[src/rtl/osd_axi4lite_if.sv]
// AXI4-Lite slave front end for the OSD register file: independent write and read
// paths that turn AXI handshakes into single-cycle register strobes.
module osd_axi4lite_if #(
    parameter int ADDR_WIDTH = 32
) (
    input  logic                  aclk,
    input  logic                  aresetn,
    input  logic                  s_axi_awvalid,
    output logic                  s_axi_awready,
    input  logic [ADDR_WIDTH-1:0] s_axi_awaddr,
    input  logic                  s_axi_wvalid,
    output logic                  s_axi_wready,
    input  logic [31:0]           s_axi_wdata,
    input  logic [3:0]            s_axi_wstrb,
    output logic                  s_axi_bvalid,
    input  logic                  s_axi_bready,
    output logic [1:0]            s_axi_bresp,
    input  logic                  s_axi_arvalid,
    output logic                  s_axi_arready,
    input  logic [ADDR_WIDTH-1:0] s_axi_araddr,
    output logic                  s_axi_rvalid,
    input  logic                  s_axi_rready,
    output logic [31:0]           s_axi_rdata,
    output logic [1:0]            s_axi_rresp,
    output logic                  mem_wr_valid,
    output logic [31:0]           mem_wr_addr,
    output logic [31:0]           mem_wr_data,
    output logic                  mem_rd_valid,
    output logic [31:0]           mem_rd_addr,
    input  logic [31:0]           mem_rd_data
);

    typedef enum logic [1:0] {R_IDLE, R_FETCH, R_DATA} r_state_t;

    logic                  aw_held, w_held;
    logic [ADDR_WIDTH-1:0] awaddr_reg;
    logic [31:0]           wdata_reg;
    logic [3:0]            wstrb_reg;
    logic                  bvalid_reg;
    logic [1:0]            bresp_reg;
    logic                  mem_wr_valid_reg;
    logic [31:0]           mem_wr_addr_reg, mem_wr_data_reg;

    r_state_t              r_state;
    logic                  rd_err_reg;
    logic                  rvalid_reg;
    logic [1:0]            rresp_reg;
    logic [31:0]           rdata_reg;
    logic                  mem_rd_valid_reg;
    logic [31:0]           mem_rd_addr_reg;

    logic                  aw_hs, w_hs, wr_issue, wr_ok;
    logic [ADDR_WIDTH-1:0] wr_addr_eff;
    logic [31:0]           wr_data_eff;
    logic [3:0]            wr_strb_eff;

    // Readies are gated by aresetn so they are low during reset and high in
    // the very first cycle after release.
    assign s_axi_awready = aresetn && !aw_held && !bvalid_reg;
    assign s_axi_wready  = aresetn && !w_held && !bvalid_reg;
    assign s_axi_arready = aresetn && (r_state == R_IDLE);

    assign aw_hs = s_axi_awvalid && s_axi_awready;
    assign w_hs  = s_axi_wvalid && s_axi_wready;

    // A beat arriving this cycle is used directly so same-cycle AW/W issues at once.
    assign wr_addr_eff = aw_held ? awaddr_reg : s_axi_awaddr;
    assign wr_data_eff = w_held ? wdata_reg : s_axi_wdata;
    assign wr_strb_eff = w_held ? wstrb_reg : s_axi_wstrb;
    assign wr_issue    = (aw_held || aw_hs) && (w_held || w_hs) && !bvalid_reg;
    assign wr_ok       = (wr_addr_eff[1:0] == 2'b00) && (wr_strb_eff == 4'hF);

    always_ff @(posedge aclk or negedge aresetn) begin
        if (!aresetn) begin
            aw_held          <= 1'b0;
            w_held           <= 1'b0;
            awaddr_reg       <= '0;
            wdata_reg        <= '0;
            wstrb_reg        <= '0;
            bvalid_reg       <= 1'b0;
            bresp_reg        <= 2'b00;
            mem_wr_valid_reg <= 1'b0;
            mem_wr_addr_reg  <= '0;
            mem_wr_data_reg  <= '0;
        end else begin
            mem_wr_valid_reg <= 1'b0;
            if (bvalid_reg) begin
                if (s_axi_bready) begin
                    aw_held    <= 1'b0;
                    w_held     <= 1'b0;
                    bvalid_reg <= 1'b0;
                end
            end else begin
                if (aw_hs) begin
                    aw_held    <= 1'b1;
                    awaddr_reg <= s_axi_awaddr;
                end
                if (w_hs) begin
                    w_held    <= 1'b1;
                    wdata_reg <= s_axi_wdata;
                    wstrb_reg <= s_axi_wstrb;
                end
                if (wr_issue) begin
                    bvalid_reg       <= 1'b1;
                    bresp_reg        <= wr_ok ? 2'b00 : 2'b10;
                    mem_wr_valid_reg <= wr_ok;
                    mem_wr_addr_reg  <= 32'(wr_addr_eff);
                    mem_wr_data_reg  <= wr_data_eff;
                end
            end
        end
    end

    always_ff @(posedge aclk or negedge aresetn) begin
        if (!aresetn) begin
            r_state          <= R_IDLE;
            rd_err_reg       <= 1'b0;
            rvalid_reg       <= 1'b0;
            rresp_reg        <= 2'b00;
            rdata_reg        <= '0;
            mem_rd_valid_reg <= 1'b0;
            mem_rd_addr_reg  <= '0;
        end else begin
            mem_rd_valid_reg <= 1'b0;
            case (r_state)
                R_IDLE: begin
                    if (s_axi_arvalid) begin
                        mem_rd_addr_reg  <= 32'(s_axi_araddr);
                        rd_err_reg       <= (s_axi_araddr[1:0] != 2'b00);
                        mem_rd_valid_reg <= (s_axi_araddr[1:0] == 2'b00);
                        r_state          <= R_FETCH;
                    end
                end
                R_FETCH: begin
                    rvalid_reg <= 1'b1;
                    rdata_reg  <= rd_err_reg ? 32'h0 : mem_rd_data;
                    rresp_reg  <= rd_err_reg ? 2'b10 : 2'b00;
                    r_state    <= R_DATA;
                end
                R_DATA: begin
                    if (s_axi_rready) begin
                        rvalid_reg <= 1'b0;
                        r_state    <= R_IDLE;
                    end
                end
                default: r_state <= R_IDLE;
            endcase
        end
    end

    assign s_axi_bvalid = bvalid_reg;
    assign s_axi_bresp  = bresp_reg;
    assign s_axi_rvalid = rvalid_reg;
    assign s_axi_rresp  = rresp_reg;
    assign s_axi_rdata  = rdata_reg;
    assign mem_wr_valid = mem_wr_valid_reg;
    assign mem_wr_addr  = mem_wr_addr_reg;
    assign mem_wr_data  = mem_wr_data_reg;
    assign mem_rd_valid = mem_rd_valid_reg;
    assign mem_rd_addr  = mem_rd_addr_reg;

endmodule

[config.mk]
export PLATFORM = sky130hd
export DESIGN_NAME = osd_axi4lite_if
export DESIGN_NICKNAME = d
export VERILOG_FILES = /design/src/rtl/osd_axi4lite_if.sv
export SDC_FILE = /design/constraint.sdc
export NUM_CORES = 1
export LEC_CHECK = 0
export CORE_AREA = 2 2 130 163
export CTS_CLUSTER_SIZE = 40
export DETAILED_ROUTE_END_ITERATION = 16
export DIE_AREA = 0 0 132 165
export PLACE_DENSITY = 0.77
export SETUP_SLACK_MARGIN = 0.02
export SLEW_MARGIN = 20
export SYNTH_ARGS = -nofsm -noshare
export SYNTH_HDL_FRONTEND = slang
export SYNTH_SLANG_ARGS = --single-unit
[constraint.sdc]
create_clock -name aclk -period 1.9 [get_ports aclk]
set_clock_uncertainty 0.15 [all_clocks]
set_input_delay 0.285 -clock aclk [delete_from_list [all_inputs] [get_ports aclk]]
set_output_delay 0.285 -clock aclk [all_outputs]
set_load 0.02 [all_outputs]
==> run metrics <==
placed cells 1143; die boundary width 132 µm; fin crit period 1.85 ns; Critical Path Fanout Max 13; pin count of the biggest net entering global routing 147; Synth Warn # 0; largest area contributor in the netlist dfrtp_1; hold_sp mem_rd_data[12]; Area contributors post-synth dfrtp_1 58%, mux2_2 21%, mux2_4 9.4%; clock sinks a little over 200; leakage 0.00574 µW; Slew headroom 0.532; Required @ worst endpoint 2.11 ns; Yosys top cell area share 0.576; layout cells sized above 1 0.330; Mapped Area 8990 µm²; Die Ht 165 µm; Buffers on Ports 275; worst endpoint data arrival time approximately 2.1 ns; Root Driver clkbuf_16; CTS buffer count 21; HPWL after DPL 14.5 mm; FF-to-FF Start s_axi_bvalid$_DFF_PN0_; Setup violations, final 0; Clock H-tree levels 1; Pwr Density 1720 nW/µm²; critical path launch point s_axi_bvalid$_DFF_PN0_; pins over their slew limit 0; Layout area overhead 41.9%; Initial Util 0.447; RSZ-0062 raised after global routing yes; fraction of registers with async set or reset after synthesis 1.00; I/O pin cnt 278; DRT antenna net count 0; post-synthesis sequential area ratio 0.576; hold slack 0.206 ns; final worst slack 0.0544 ns; core outline area 20100 µm²; vias in the first global route 6092; peak supply drop 901 µV; TNS Setup 0 ns; fin nets 1040; DR vias between 5000 and 6000; Longest Clk Path Bufs 3; outcome finished, final reports clean; DR pass1 iterations 4; Hold Vio Cnt, Final 0; # rows 58; routability-driven placement congestion ratio 0.776; startpoint types flip-flop; clock-pin slew on the worst setup and hold paths 0.06 ns; FF+latch count, synth 207; TritonCTS clock tree built; Post-synth top cells 207 x dfrtp_1, 167 x mux2_2, 56 x mux2_4, 36 x nand2b_1, 34 x nand2_1; Yosys cell types 30; Overflow after GRT 0; crit path kind reg2reg; CP endpoint kind flip-flop; Synth Flop Type dfrtp_1; DRT Wirelength 21.0 mm; measured slew at the worst slew-check pin about 0.70 ns; DR WL/cell 17.8 µm; Min-Delay Path Class in2reg; DRC viols 0; first-pass GRT wire length 33.1 mm; initial drt markers 202; initial antenna violation count 1; Die ar. 21800 µm²; clock latency on the worst-skew pair 0.49 ns; Post-Synthesis Cells 607; Final Core Density 0.634; number of synthesized flops with an enable pin 0; dpl ws -0.197 ns; # Max-Cap Violations 0; fin cells ~1200; Mean Syn Cell Area 14.8 µm²; f_max ~540 MHz; GRT Total Usage 0.190; final period utilization 0.971; vias per cell 4.93; count leader, synth dfrtp_1
## cells in the final DEF, fill, tap and decap left out, types with 2 or more instances in the layout
cell type,count
buf_12,8
mux2_2,164
mux2_4,59
dfrtp_2,3
bufinv_16,2
nor4bb_4,2
o21ai_0,33
nand2_1,34
clkbuf_1,5
clkinv_2,2
nand2b_1,34
inv_1,3
clkdlybuf4s50_1,137
buf_4,21
clkbuf_16,22
dfrtp_1,204
a21oi_1,5
buf_6,3
mux2_1,6
nor2_1,5
conb_1,2
nor3b_1,2
clkbuf_8,5
dlygate4sd2_1,132
## metrics by stage
stage                     total power (µW)  cell area [µm²]
final                                21900            12700
after global routing                 23200            12700
after CTS                            22100            12600
after detailed placement             18900            12100
after global placement               18600            12100
after floorplan                      14200             8990
## worst max-delay path: stages (launching register included)
cell and delay [ns]:
dfrtp_2 0.43, buf_4 0.17, nor4bb_4 0.29, buf_6 0.17
buf_12 0.15, mux2_2 0.33
## layer usage
metal | share of wire | vias up | track usage
met5 | 0 | - | 0
met3 | 0.084 | 18 | 0.0623
met2 | 0.50 | 206 | 0.317
met4 | 0.014 | 0 | 0.0494
met1 | 0.41 | 2922 | 0.240
li1 | - | 2690 | -
## power breakdown
part	switching (µW)	total [µW]	internal (µW)
combinational	4650	9890	5230
sequential	1230	7870	6640
clock	1660	4120	2460
total	7540	21900	14300
## cell families after synthesis
| kind of cell | after synthesis | synth area share |
|---|---|---|
| AO/OA/AOI/OAI | 44 | 0.0263 |
| buffers and inverters | 41 | 0.0343 |
| flip-flops | 207 | 0.576 |
| multiplexers | 229 | 0.310 |
| other | 1 | 0.000417 |
| AND/OR/NAND/NOR | 85 | 0.0522 |
## final cells by class
type,count,area (µm²)
multi-input cells,360,3550
inverters,3,11.3
repair buffers,308,2980
clock buffers,30,599
clock inverters,5,78.8
fillers,1598,7350
diodes,1,2.50
well taps,270,338
flip-flops and latches,207,5180
## path summary, 6_finish.rpt
| path | end | slack (ns) | cells after the start |
|---|---|---|---|
| max in group asynchronous | s_axi_rdata[9]$_DFFE_PN0P_ | 0.25 | 3 |
| worst min-delay path | s_axi_rdata[12]$_DFFE_PN0P_ | 0.21 | 3 |
| worst max register to register | awaddr_reg[28]$_DFFE_PN0P_ | 0.05 | 5 |
| min in group asynchronous | s_axi_bvalid$_DFF_PN0_ | 0.27 | 2 |
| worst max-delay path | awaddr_reg[28]$_DFFE_PN0P_ | 0.05 | 5 |
| worst min register to register | s_axi_rdata[14]$_DFFE_PN0P_ | 0.32 | 2 |
## what timing repair did
item                                    CTS  global route
pin swaps                                 0             1
endpoints found under the setup margin  136           150
cloned                                    0             2
resized for setup                       151            13
hold buffers                              1             0
endpoints found under the hold margin   207             0
buffers inserted                          0             2
Note: power is estimated with default switching activity, not from simulation.
==> RTL change: new RTL, same settings <==
`ADDR_WIDTH`: 32 -> 28.
--- a/src/rtl/osd_axi4lite_if.sv
+++ b/src/rtl/osd_axi4lite_if.sv
@@ -1,7 +1,7 @@
 // AXI4-Lite slave front end for the OSD register file: independent write and read
 // paths that turn AXI handshakes into single-cycle register strobes.
 module osd_axi4lite_if #(
-    parameter int ADDR_WIDTH = 32
+    parameter int ADDR_WIDTH = 28
 ) (
     input  logic                  aclk,
     input  logic                  aresetn,
Interface: changed (resized s_axi_araddr and s_axi_awaddr); port bits go from 278 to 270. The function was not compared with the original's and may differ.
==> RTL change against the original RTL <==
The flow now finishes with violations (negative hold slack); final area is 0.17% lower; clock power is 7.8% lower; wire length is 6.3% higher; synthesized area is 1.3% higher; sequential cell count is 12 lower; combinational power is 14% higher; hold slack worse by 240 ps; power is 3.4% higher; cell count is 2.0% higher; setup slack better by 4.2 ps; critical path type is now reg -> out.
==> RTL change: results (changes against the original RTL) <==
| Metric | Value |
|---|---|
| Status | complete, but fails checks (was completed) |
| Failing checks | negative hold slack |
| Worst setup endpoint | mem_wr_addr[3] (was awaddr_reg[28]$_DFFE_PN0P_) |
| Layout fillers | 1584 (was 1598) |
| Slew of the pin with the lowest slew margin | 841 ps (was 702 ps) |
| Total power | 22.6 mW (was 21.9 mW) |
| Fin crit share | 96.9% (was 97.1%) |
| Async SR Flop Fraction | 100% (unchanged) |
| CTS H-tree lvls | 4 (was 1) |
| Logic power comb | 11.3 mW (was 9.89 mW) |
| R2r endpoint | mem_wr_data[16]$_DFFE_PN0P_ (was awaddr_reg[28]$_DFFE_PN0P_) |
| Distinct cells, synth | 32 (was 30) |
| Pre-antenna DRT Iters | 6 (was 4) |
| Internal | 13.8 mW (was 14.3 mW) |
| HPWL Detailed | 15800 um (was 14500 um) |
| CP startpoint | mem_wr_addr[3]$_DFFE_PN0P_ (was s_axi_bvalid$_DFF_PN0_) |
| Post-CTS setup buffer count | 0 (unchanged) |
| Share of cells above drive strength 1 | 21.7% (was 33.0%) |
| Post-synth top cells | dfrtp_1, a31oi_1, a21oi_4, mux2i_1, mux2_2 (was dfrtp_1, mux2_2, mux2_4, nand2b_1, nand2_1) |
| CTS max path bufs | 2 (was 3) |
| R2r setup slk | 100 ps (was 50 ps) |
| Largest net degree at the start of global routing | 64 (was 147) |
| Num CTS Buffers | 17 (was 21) |
| Cell area after placement | 0.0120 mm^2 (was 0.0121 mm^2) |
| Leakage power figure | 5.58 nW (was 5.74 nW) |
| First-pass GRT wire length | 35900 um (was 33100 um) |
| Routed WL | 22400 um (was 21000 um) |
| Max FO, Critical Path | 2 (was 13) |
| Post-synthesis sequential area ratio | 53.6% (was 57.6%) |
| Peak VDD IR | 0.000840 V (was 0.000901 V) |
| Synth area leaders | dfrtp_1, a21oi_4, mux2i_1 (was dfrtp_1, mux2_2, mux2_4) |
| Nets@finish | 1055 (was 1040) |
| Routability Congestion | 0.766 (was 0.776) |
| Hold Crit Class | in -> async (was in -> reg) |
| WHS | -31.7 ps (was 206 ps) |
| Final hold vios | 22 (was 0) |
| Port bufs | 259 (was 275) |
| 1st-iter DRT viols | 265 (was 202) |
| R2r worst-path depth | 5 (unchanged) |
| Worst-Skew Late Latency | 420 ps (was 490 ps) |
| Gr usage total | 21.0% (was 19.0%) |
| Slowest-stage cell, CP | clkdlybuf4s50_1 (was dfrtp_2) |
| Number of global-route vias before repair | 6609 (was 6092) |
| Clk pwr | 3.80 mW (was 4.12 mW) |
| Worst Path Arrival | 1410 ps (was 2060 ps) |
| CP max stage delay | 610 ps (was 430 ps) |
| Via-to-Cell Ratio | 5.12 (was 4.93) |
-- RTL change: final cells by class --
class | count | area [um^2] | share of cell area [%]
Antenna cell | 1 | 2.50 | 0.0197
Clock buffer | 20 | 457 | 3.59
Clock inverter | 12 | 170 | 1.34
Inverter | 2 | 7.51 | 0.0590
Multi-Input combinational cell | 412 | 3790 | 29.8
Sequential cell | 195 | 4880 | 38.4
Tap cell | 270 | 338 | 2.65
Timing Repair Buffer | 296 | 3080 | 24.2
-- RTL change: logic make-up (layout without fill, tap and decap cells) --
kind of cell	after synthesis	count (layout)	share of synthesized area (%)
AND/OR/NAND/NOR	85	85	5.21
other	1	11	0.0412
AO/OA/AOI/OAI	164	164	17.4
multiplexers	153	153	18.5
buffers and inverters	67	330	5.28
flip-flops	195	195	53.6
-- RTL change: stage by stage --
| stage | hold slack, ps | setup WS [ps] | TNS [ps] | std cells |
|---|---|---|---|---|
| global placement | -10.1 | -42.6 | -836 | 1171 |
| global route | 3.78 | 20.0 | 0 | 1207 |
| finish | -31.7 | 58.7 | 0 | 1208 |
| detailed placement | -7.66 | -51.7 | -1550 | 1171 |
| CTS | 58.7 | 23.9 | 0 | 1207 |
| floorplan | -161 | 100 | 0 | 674 |
-- RTL change: metal layers --
layer / global-route usage [%] / vias to the layer above / share of wire [%] / wire (um)
met2: 35.7 / 198 / 51 / 11400
met1: 25.2 / 3081 / 40 / 8900
met4: 6.82 / 0 / 2.1 / 476
met3: 7.00 / 25 / 7.0 / 1570
li1: - / 2875 / - / -
met5: 0 / - / 0 / 0
-- RTL change: what timing repair did --
item                                    4_1_cts  5_1_grt
gates resized for setup                      30       49
endpoints found under the setup margin       19       48
hold buffers                                  4        0
endpoints found under the hold margin       146        0
